<file path="src/rtl/eight_div_pkg.sv">
// ---------------------------------------------------------------------------
// eight_div_pkg : shared widths, iteration count and FSM states for the divider
// Rev 1.0
// ---------------------------------------------------------------------------
`default_nettype none

package eight_div_pkg;

  localparam int DIV_WIDTH  = 8;
  localparam int ITERATIONS = 8;
  localparam int CNT_W      = $clog2(ITERATIONS);

  typedef enum logic [1:0] {
    S_IDLE = 2'd0,
    S_CALC = 2'd1,
    S_DONE = 2'd2
  } state_t;

endpackage

`default_nettype wire

</file>
<file path="src/rtl/eight_sub_module.sv">
// ---------------------------------------------------------------------------
// eight_sub_module : 9-bit trial subtraction for one restoring-division step
// Rev 1.0
// ---------------------------------------------------------------------------
`default_nettype none

module eight_sub_module
  import eight_div_pkg::*;
(
  input  logic [DIV_WIDTH:0]   minuend,
  input  logic [DIV_WIDTH-1:0] divisor,
  output logic [DIV_WIDTH:0]   diff,
  output logic                 non_neg
);

  // One guard bit above the 9-bit result acts as the borrow.
  logic [DIV_WIDTH+1:0] full_diff;

  assign full_diff = {1'b0, minuend} - {2'b00, divisor};
  assign diff      = full_diff[DIV_WIDTH:0];
  assign non_neg   = ~full_diff[DIV_WIDTH+1];

endmodule

`default_nettype wire

</file>
<file path="src/rtl/eight_div_module.sv">
// ---------------------------------------------------------------------------
// eight_div_module : 8-bit unsigned restoring divider, one quotient bit/cycle
// Optional macro DIV_ZERO_ERR_EN adds the err port and a divide-by-zero bypass
// Rev 1.0
// ---------------------------------------------------------------------------
`default_nettype none

module eight_div_module
  import eight_div_pkg::*;
(
  input  logic                 clk,
  input  logic                 rst_n,
  input  logic                 start,
  input  logic [DIV_WIDTH-1:0] a,
  input  logic [DIV_WIDTH-1:0] b,
  output logic                 busy,
  output logic                 done,
  output logic [DIV_WIDTH-1:0] quot,
  output logic [DIV_WIDTH-1:0] rem
`ifdef DIV_ZERO_ERR_EN
  ,
  output logic                 err
`endif
);

  state_t               state_q, state_d;
  logic [DIV_WIDTH-1:0] dvd_q, dvd_d;
  logic [DIV_WIDTH-1:0] dvs_q, dvs_d;
  logic [DIV_WIDTH-1:0] part_q, part_d;
  logic [DIV_WIDTH-1:0] qwork_q, qwork_d;
  logic [CNT_W-1:0]     cnt_q, cnt_d;
  logic                 busy_q, busy_d;
  logic                 done_q, done_d;
  logic [DIV_WIDTH-1:0] quot_q, quot_d;
  logic [DIV_WIDTH-1:0] rem_q, rem_d;
`ifdef DIV_ZERO_ERR_EN
  logic                 err_q, err_d;
`endif

  logic [DIV_WIDTH:0]   shifted;
  logic [DIV_WIDTH:0]   diff;
  logic                 non_neg;
  logic [DIV_WIDTH-1:0] next_part;
  logic                 unused_top_bits;

  assign shifted = {part_q, dvd_q[DIV_WIDTH-1]};

  eight_sub_module u_sub (
    .minuend (shifted),
    .divisor (dvs_q),
    .diff    (diff),
    .non_neg (non_neg)
  );

  // The partial remainder always fits in 8 bits, so bit 8 is only a carry-out.
  assign next_part       = non_neg ? diff[DIV_WIDTH-1:0] : shifted[DIV_WIDTH-1:0];
  assign unused_top_bits = ^{diff[DIV_WIDTH], shifted[DIV_WIDTH]};

  always_comb begin
    state_d = state_q;
    dvd_d   = dvd_q;
    dvs_d   = dvs_q;
    part_d  = part_q;
    qwork_d = qwork_q;
    cnt_d   = cnt_q;
    quot_d  = quot_q;
    rem_d   = rem_q;
`ifdef DIV_ZERO_ERR_EN
    err_d   = err_q;
`endif

    case (state_q)
      S_IDLE, S_DONE: begin
        if (start) begin
          dvd_d   = a;
          dvs_d   = b;
          part_d  = '0;
          qwork_d = '0;
          cnt_d   = '0;
          state_d = S_CALC;
`ifdef DIV_ZERO_ERR_EN
          if (b == '0) begin
            state_d = S_DONE;
            quot_d  = '1;
            rem_d   = a;
            err_d   = 1'b1;
          end
`endif
        end else if (state_q == S_DONE) begin
          state_d = S_IDLE;
        end
      end
      S_CALC: begin
        part_d  = next_part;
        qwork_d = {qwork_q[DIV_WIDTH-2:0], non_neg};
        dvd_d   = {dvd_q[DIV_WIDTH-2:0], 1'b0};
        cnt_d   = cnt_q + CNT_W'(1);
        if (cnt_q == CNT_W'(ITERATIONS - 1)) begin
          state_d = S_DONE;
          quot_d  = {qwork_q[DIV_WIDTH-2:0], non_neg};
          rem_d   = next_part;
`ifdef DIV_ZERO_ERR_EN
          err_d   = 1'b0;
`endif
        end
      end
      default: state_d = S_IDLE;
    endcase

    busy_d = (state_d == S_CALC);
    done_d = (state_d == S_DONE);
  end

  always_ff @(posedge clk or negedge rst_n) begin
    if (!rst_n) begin
      state_q <= S_IDLE;
      dvd_q   <= '0;
      dvs_q   <= '0;
      part_q  <= '0;
      qwork_q <= '0;
      cnt_q   <= '0;
      busy_q  <= 1'b0;
      done_q  <= 1'b0;
      quot_q  <= '0;
      rem_q   <= '0;
`ifdef DIV_ZERO_ERR_EN
      err_q   <= 1'b0;
`endif
    end else begin
      state_q <= state_d;
      dvd_q   <= dvd_d;
      dvs_q   <= dvs_d;
      part_q  <= part_d;
      qwork_q <= qwork_d;
      cnt_q   <= cnt_d;
      busy_q  <= busy_d;
      done_q  <= done_d;
      quot_q  <= quot_d;
      rem_q   <= rem_d;
`ifdef DIV_ZERO_ERR_EN
      err_q   <= err_d;
`endif
    end
  end

  assign busy = busy_q;
  assign done = done_q;
  assign quot = quot_q;
  assign rem  = rem_q;
`ifdef DIV_ZERO_ERR_EN
  assign err  = err_q;
`endif

endmodule

`default_nettype wire

</file>
<file path="config.mk">
export PLATFORM = sky130hd
export DESIGN_NAME = eight_div_module
export DESIGN_NICKNAME = d
export VERILOG_FILES = /design/src/rtl/eight_div_pkg.sv /design/src/rtl/eight_sub_module.sv /design/src/rtl/eight_div_module.sv
export SDC_FILE = /design/constraint.sdc
export NUM_CORES = 1
export LEC_CHECK = 0
export CAP_MARGIN = 20
export CORE_ASPECT_RATIO = 1.5
export CORE_MARGIN = 10
export CORE_UTILIZATION = 43
export CTS_CLUSTER_SIZE = 25
export DETAILED_ROUTE_END_ITERATION = 7
export GPL_ROUTABILITY_DRIVEN = 0
export GPL_TIMING_DRIVEN = 0
export MAX_ROUTING_LAYER = met4
export PLACE_DENSITY = 0.66
export SKIP_LAST_GASP = 1
export SYNTH_ARGS = -nofsm -noshare
export SYNTH_HDL_FRONTEND = slang
export SYNTH_SLANG_ARGS = --single-unit
</file>
<file path="constraint.sdc">
create_clock -name clk -period 4.5 [get_ports clk]
set_clock_uncertainty 0.1 [all_clocks]
set_input_delay 1.35 -clock clk [delete_from_list [all_inputs] [get_ports clk]]
set_output_delay 1.35 -clock clk [all_outputs]
set_load 0.05 [all_outputs]
</file>
## Word-level counts from Yosys, hierarchy flattened

Index checks and enable logic that the tools add are counted.

- Flip-flop bits (word level): 54
- Bits in latches: 0
- RAM bits: 0
- Bits in read-only memories: 0
- Input bits: 19
- Output and inout port bits: 18
- Logic and storage cells: 37
- Memories kept: 0

- Add/sub/neg operators: 2
- Multipliers: 0
- Div/mod/pow operators: 0
- $lt $le $gt $ge: 0
- Eq/ne operators: 6
- Shift-type cells: 0
- Multiplexer cells: 12
- Bitwise logic cells: 1
- Reductions and logical operators: 6

Operator list:

| kind | number |
|---|---|
| one-hot mux 8 bit (2 select lines) | 2 |
| two-way mux 8 bit | 3 |
| one-hot mux 7 bit (2 select lines) | 1 |
| subtractor 9 x 8 -> 10 bit | 1 |
| two-way mux 2 bit | 3 |
| one-hot mux 3 bit (2 select lines) | 1 |
| AND reduction 2 bit | 3 |
| == test 2 x 1 -> 1 bit, second input constant | 2 |
| == test 2 bit, second input constant | 2 |
| one-hot mux 2 bit (2 select lines) | 1 |
| adder 3 x 1 -> 3 bit, second input constant | 1 |
| == test 3 bit, second input constant | 1 |
| two-way mux 3 bit | 1 |
| logical NOT 2 bit | 1 |
| inequality test 2 bit, second input constant | 1 |
| nonzero test 2 bit | 1 |
| OR reduction 2 bit | 1 |
| inverter 1 bit | 1 |

## Longest topological paths before layout

- Word-level depth: 5
- Depth in mapped cells: 9
- Mapped depth without buffers: 9

## Cells and area by module

Synthesis repeated with hierarchy kept, for this count alone.

- Cells, all modules: 240
- Area, all modules: 2560.0 µm²

Modules (own cells, without submodules):

| module | instances | cells an instance | area an instance (µm²) | sequential area each (µm²) |
|---|---|---|---|---|
| eight_div_module | 1 | 182 | 2167.1 | 1351.3 |
| eight_sub_module | 1 | 58 | 392.9 | 0.0 |

## Least setup slack after synthesis

OpenSTA, ideal clock, no wires.

- Path kind: in2reg
- Start point: input start
- End point: register part_q[4]
- Arrival: 2356 ps
- Required time: 4317 ps
- Path slack: 1962 ps
- Stages: 6
- Path buffers: 2
- Path through: nor2b_1 -> buf_2 -> nor2_1 -> buf_2 -> nand2_1 -> o21ai_0

- Cells in the longest elaborated chain, start to end: 2

Ends and longest elaborated chain:

| element | RTL line | RTL |
|---|---|---|
| start, declared | eight_div_module.sv:13 | `input logic start,` |
| inequality test 2 bit (no line) | n/a |  |
| AND reduction 2 bit (no line) | n/a |  |
| end signal, assigned | eight_div_module.sv:133 | `part_q <= part_d;` |
| end, declared | eight_div_module.sv:29 | `logic [DIV_WIDTH-1:0] part_q, part_d;` |

No other way between the ends.
A chain may end at the register's enable or synchronous reset.

## Final worst setup path

- Start point: input start
- End point: register part_q[1]

The elaborated chain is that of the path after synthesis.

==> parameters.txt <==
Parameter                              Value

Run status
  Outcome ... complete, no violations

Final layout
  Final-layout fill cell count ... 524
  Fin util ... 0.541
  Flip-flop and latch area ... 1350 um2
  Fraction of final layout cells with drive strength greater than 1 ... 0.112
  Multi-input combinational cell area ... about 1100 um2
  Layout overhead on the synthesized area ... 22.9%
  Antenna diode instance count ... 0
  Nets ... around 310

Die
  Number of core rows ... 34
  Die X ... between 80 and 90 um
  Core box area ... a little under 6000 um2
  Die H ... between 100 and 150 um
  I/O pin count ... 37
  Initial cell density of the core ... 0.440
  Total Die Area ... about 9500 um2

CTS
  Number of buffers added by the clock tree synthesis step ... 5
  Clock slew at the register clock pins of the worst setup and hold paths ... about 0.11 ns
  Post-cts resize count ... 0
  TritonCTS clock tree ... done
  Number of clock sinks seen by CTS ... 54
  Post-CTS setup repair buffer count ... 0
  Maximum level of the CTS H-tree ... 2
  Master cell of the clock root buffer ... sky130_fd_sc_hd__clkbuf_8
  Maximum buffer depth of the clock tree ... 2
  Clock latency of the later-clocked register in the worst-skew pair ... approximately 0.32 ns
  Hold buffer count at CTS ... 0

STA
  Final hold violations ... 0
  Final setup violation count ... 0
  Max_slew headroom ... 0.487
  Unrepaired setup endpoints after global routing ... false
  Setup TNS ... 0 ns
  Maximum achievable frequency ... roughly 330 MHz
  Tcrit/Tclk final ... 0.674
  Worst-Margin Slew ... 0.767 ns
  Shortest period the worst path allows ... 3.03 ns
  Slew Limit Fails ... 0

Critical path
  Critical path type ... input port to register
  R2r endpoint ... rem[6]$_DFFE_PN0P_
  Worst R2R Path Depth ... 9
  Delay contributed by the slowest stage of the critical path ... slightly above 0.6 ns
  Reg2Reg Launch Point ... dvd_q[7]$_DFFE_PN0P_
  Minimum setup slack among reg-to-reg paths ... approximately 2.2 ns
  Data arrival time at the worst-slack endpoint ... ~3.2 ns
  CP Capture Type ... register
  Startpoint kind of the worst setup timing path ... input port
  Crit-path most repeated cell ... sky130_fd_sc_hd__buf_2
  Critical path's top delay family ... buffers and inverters
  CP max-delay cell ... sky130_fd_sc_hd__nor2_1
  Ordered list of cells on the worst path ... clkdlybuf4s50_1, nor2b_1, buf_2, nor2_1, buf_2, nand2_1, o21ai_0
  Stages on the worst setup path ... 7
  Critical path required time ... around 4.6 ns
  Critical-path maximum fanout ... 10
  Bufs and invs on worst path ... 3

Global route
  Antenna violations before repair ... 0
  Via count of the first global-routing pass ... roughly 2.0k
  First-pass GRT wire length ... between 9000 and 10,000 um
  Remaining global-route overflow ... 0
  GRT Resource Usage Total ... 0.126
  Maximum number of pins on one net before global-route repair ... 35

Synthesis
  Yosys warns ... 0
  Seq cells post-synth ... 54
  Cell count after synthesis ... around 230
  Seq/Total Area, Yosys ... 0.530
  Count of different cell masters after synthesis ... 36
  Post-synthesis average cell area ... approximately 11 um2
  Synth Net Count ... approximately 260
  Post-synthesis instance area ... ~2500 um2

Placed design
  Buffers added on ports ... 36
  Half-perimeter wire length after placement ... between 4000 and 5000 um

Hold path
  Hold depth ... 2
  Hold Path Sink ... rem[4]$_DFFE_PN0P_
  Worst hold start ... rem[4]$_DFFE_PN0P_
  Class of the worst hold path ... register to register

Detailed routing
  Total DRC errors in the routed layout ... 0
  Drt via density ... roughly 5.3
  Total Wirelength ... between 5000 and 6000 um
  Starting DRC count in detailed routing ... 117
  Vias after detailed routing ... roughly 1.9k
  Routed Antenna Nets ... 0
  Length of the first detailed-routing pass in iterations ... 4
  Routed wire per std cell ... around 16 um

Job
  Max-cap check violation count ... 0
[flip-flops by register name, indices dropped and copies added (netlist names)]
register  flops
done          1
qwork_q       7
part_q        8
dvs_q         8
quot          8
cnt_q         3
dvd_q         8
rem           8
busy          1
state_q       2
[cell usage after synthesis, drive strengths merged]
cell type / count / area share
a32oi: 2 / 0.0069
nand2: 34 / 0.050
nand3: 2 / 0.0039
nor2: 8 / 0.015
a2111oi: 1 / 0.011
nor2b: 2 / 0.0049
ha: 10 / 0.049
dfrtp: 54 / 0.53
nor3b: 2 / 0.0059
a21oi: 5 / 0.016
o21bai: 2 / 0.0059
o221ai: 1 / 0.0059
nand2b: 3 / 0.0074
mux2i: 12 / 0.047
buf: 8 / 0.017
inv: 14 / 0.021
clkbuf: 3 / 0.0044
o21ai: 34 / 0.067
mux2: 9 / 0.040
or4b: 1 / 0.0039
a211oi: 3 / 0.0088
fa: 1 / 0.0079
nand4: 1 / 0.0049
o2111ai: 1 / 0.0034
xnor2: 1 / 0.0034
and2: 2 / 0.0049
a22o: 10 / 0.034
a31oi: 3 / 0.0074
xor2: 3 / 0.010
o211ai: 1 / 0.0029
[stage by stage]
step	instances	instance area (um2)	hold WS, ns	setup slack, ns
floorplan	233	2550	0.349	1.96
global placement	341	3000	0.363	0.367
detailed placement	342	3010	0.377	1.19
CTS	350	3130	0.403	1.52
global route	350	3130	0.424	1.36
finish	350	3130	0.393	1.47
[tightest hold or removal path, delay by kind of cell, from the launching register on]
family | cells | cell delay (ns)
AOI/OAI and AO/OA | 1 | 0.06
and+or+nand+nor | 1 | 0.05
DFF | 1 | 0.36
[cell type report]
type                       instances  area share
inverter                          14      0.0168
tap                               72      0.0288
sequential                        54       0.432
multi-input combinational        154       0.348
clock inverter                     3      0.0156
clock buffer                       5      0.0220
timing repair buffer              37       0.120
buffer                            11      0.0176
[worst max path at each step]
stage	from	end	slack, ns
finish	start	part_q[1]$_DFFE_PN0P_	1.47
global placement	rst_n	rem[4]$_DFFE_PN0P_	0.37
CTS	start	part_q[1]$_DFFE_PN0P_	1.52
floorplan	start	part_q[4]$_DFFE_PN0P_	1.96
detailed placement	start	part_q[1]$_DFFE_PN0P_	1.19
global route	start	part_q[2]$_DFFE_PN0P_	1.36
[cell usage in the layout, fill, tap and decap left out, types with 2 or more instances in the layout]
cell and instances:
sky130_fd_sc_hd__dfrtp_1 54, sky130_fd_sc_hd__clkdlybuf4s50_1 35, sky130_fd_sc_hd__nand2_1 34, sky130_fd_sc_hd__o21ai_0 30, sky130_fd_sc_hd__inv_1 14, sky130_fd_sc_hd__mux2i_1 12, sky130_fd_sc_hd__a22o_1 10, sky130_fd_sc_hd__ha_1 10
sky130_fd_sc_hd__mux2_2 9, sky130_fd_sc_hd__nor2_1 7, sky130_fd_sc_hd__buf_2 6, sky130_fd_sc_hd__clkbuf_8 5, sky130_fd_sc_hd__o21ai_1 4, sky130_fd_sc_hd__nand2b_1 3, sky130_fd_sc_hd__clkbuf_1 3, sky130_fd_sc_hd__a211oi_1 3
sky130_fd_sc_hd__a31oi_1 3, sky130_fd_sc_hd__xor2_1 3, sky130_fd_sc_hd__a21oi_1 3, sky130_fd_sc_hd__nor2b_1 2, sky130_fd_sc_hd__o21bai_1 2, sky130_fd_sc_hd__nand3_1 2, sky130_fd_sc_hd__nor3b_1 2, sky130_fd_sc_hd__and2_1 2
sky130_fd_sc_hd__buf_1 2, sky130_fd_sc_hd__a32oi_1 2
[routing by layer]
metal | part of all wire | wire length [um] | global-route usage | up-vias
met4 | 0.016 | 90 | 0.0478 | 0
met2 | 0.55 | 2980 | 0.225 | 31
li1 | - | - | - | 899
met5 | 0 | 0 | - | -
met3 | 0.031 | 171 | 0.0249 | 7
met1 | 0.41 | 2210 | 0.133 | 914
[kinds of logic (layout without fill, tap and decap cells)]
logic type,count (synthesis),in the layout,share of synthesized area
fa+ha+maj,11,11,0.0570
simple gates,55,55,0.101
xor+xnor,4,4,0.0138
flops,54,54,0.530
mux,21,21,0.0869
compound gates,63,63,0.169
buf+inv,25,70,0.0422
Power is not shown: default switching activity piles up to over one toggle a cycle in this logic, so the estimate is an artifact.
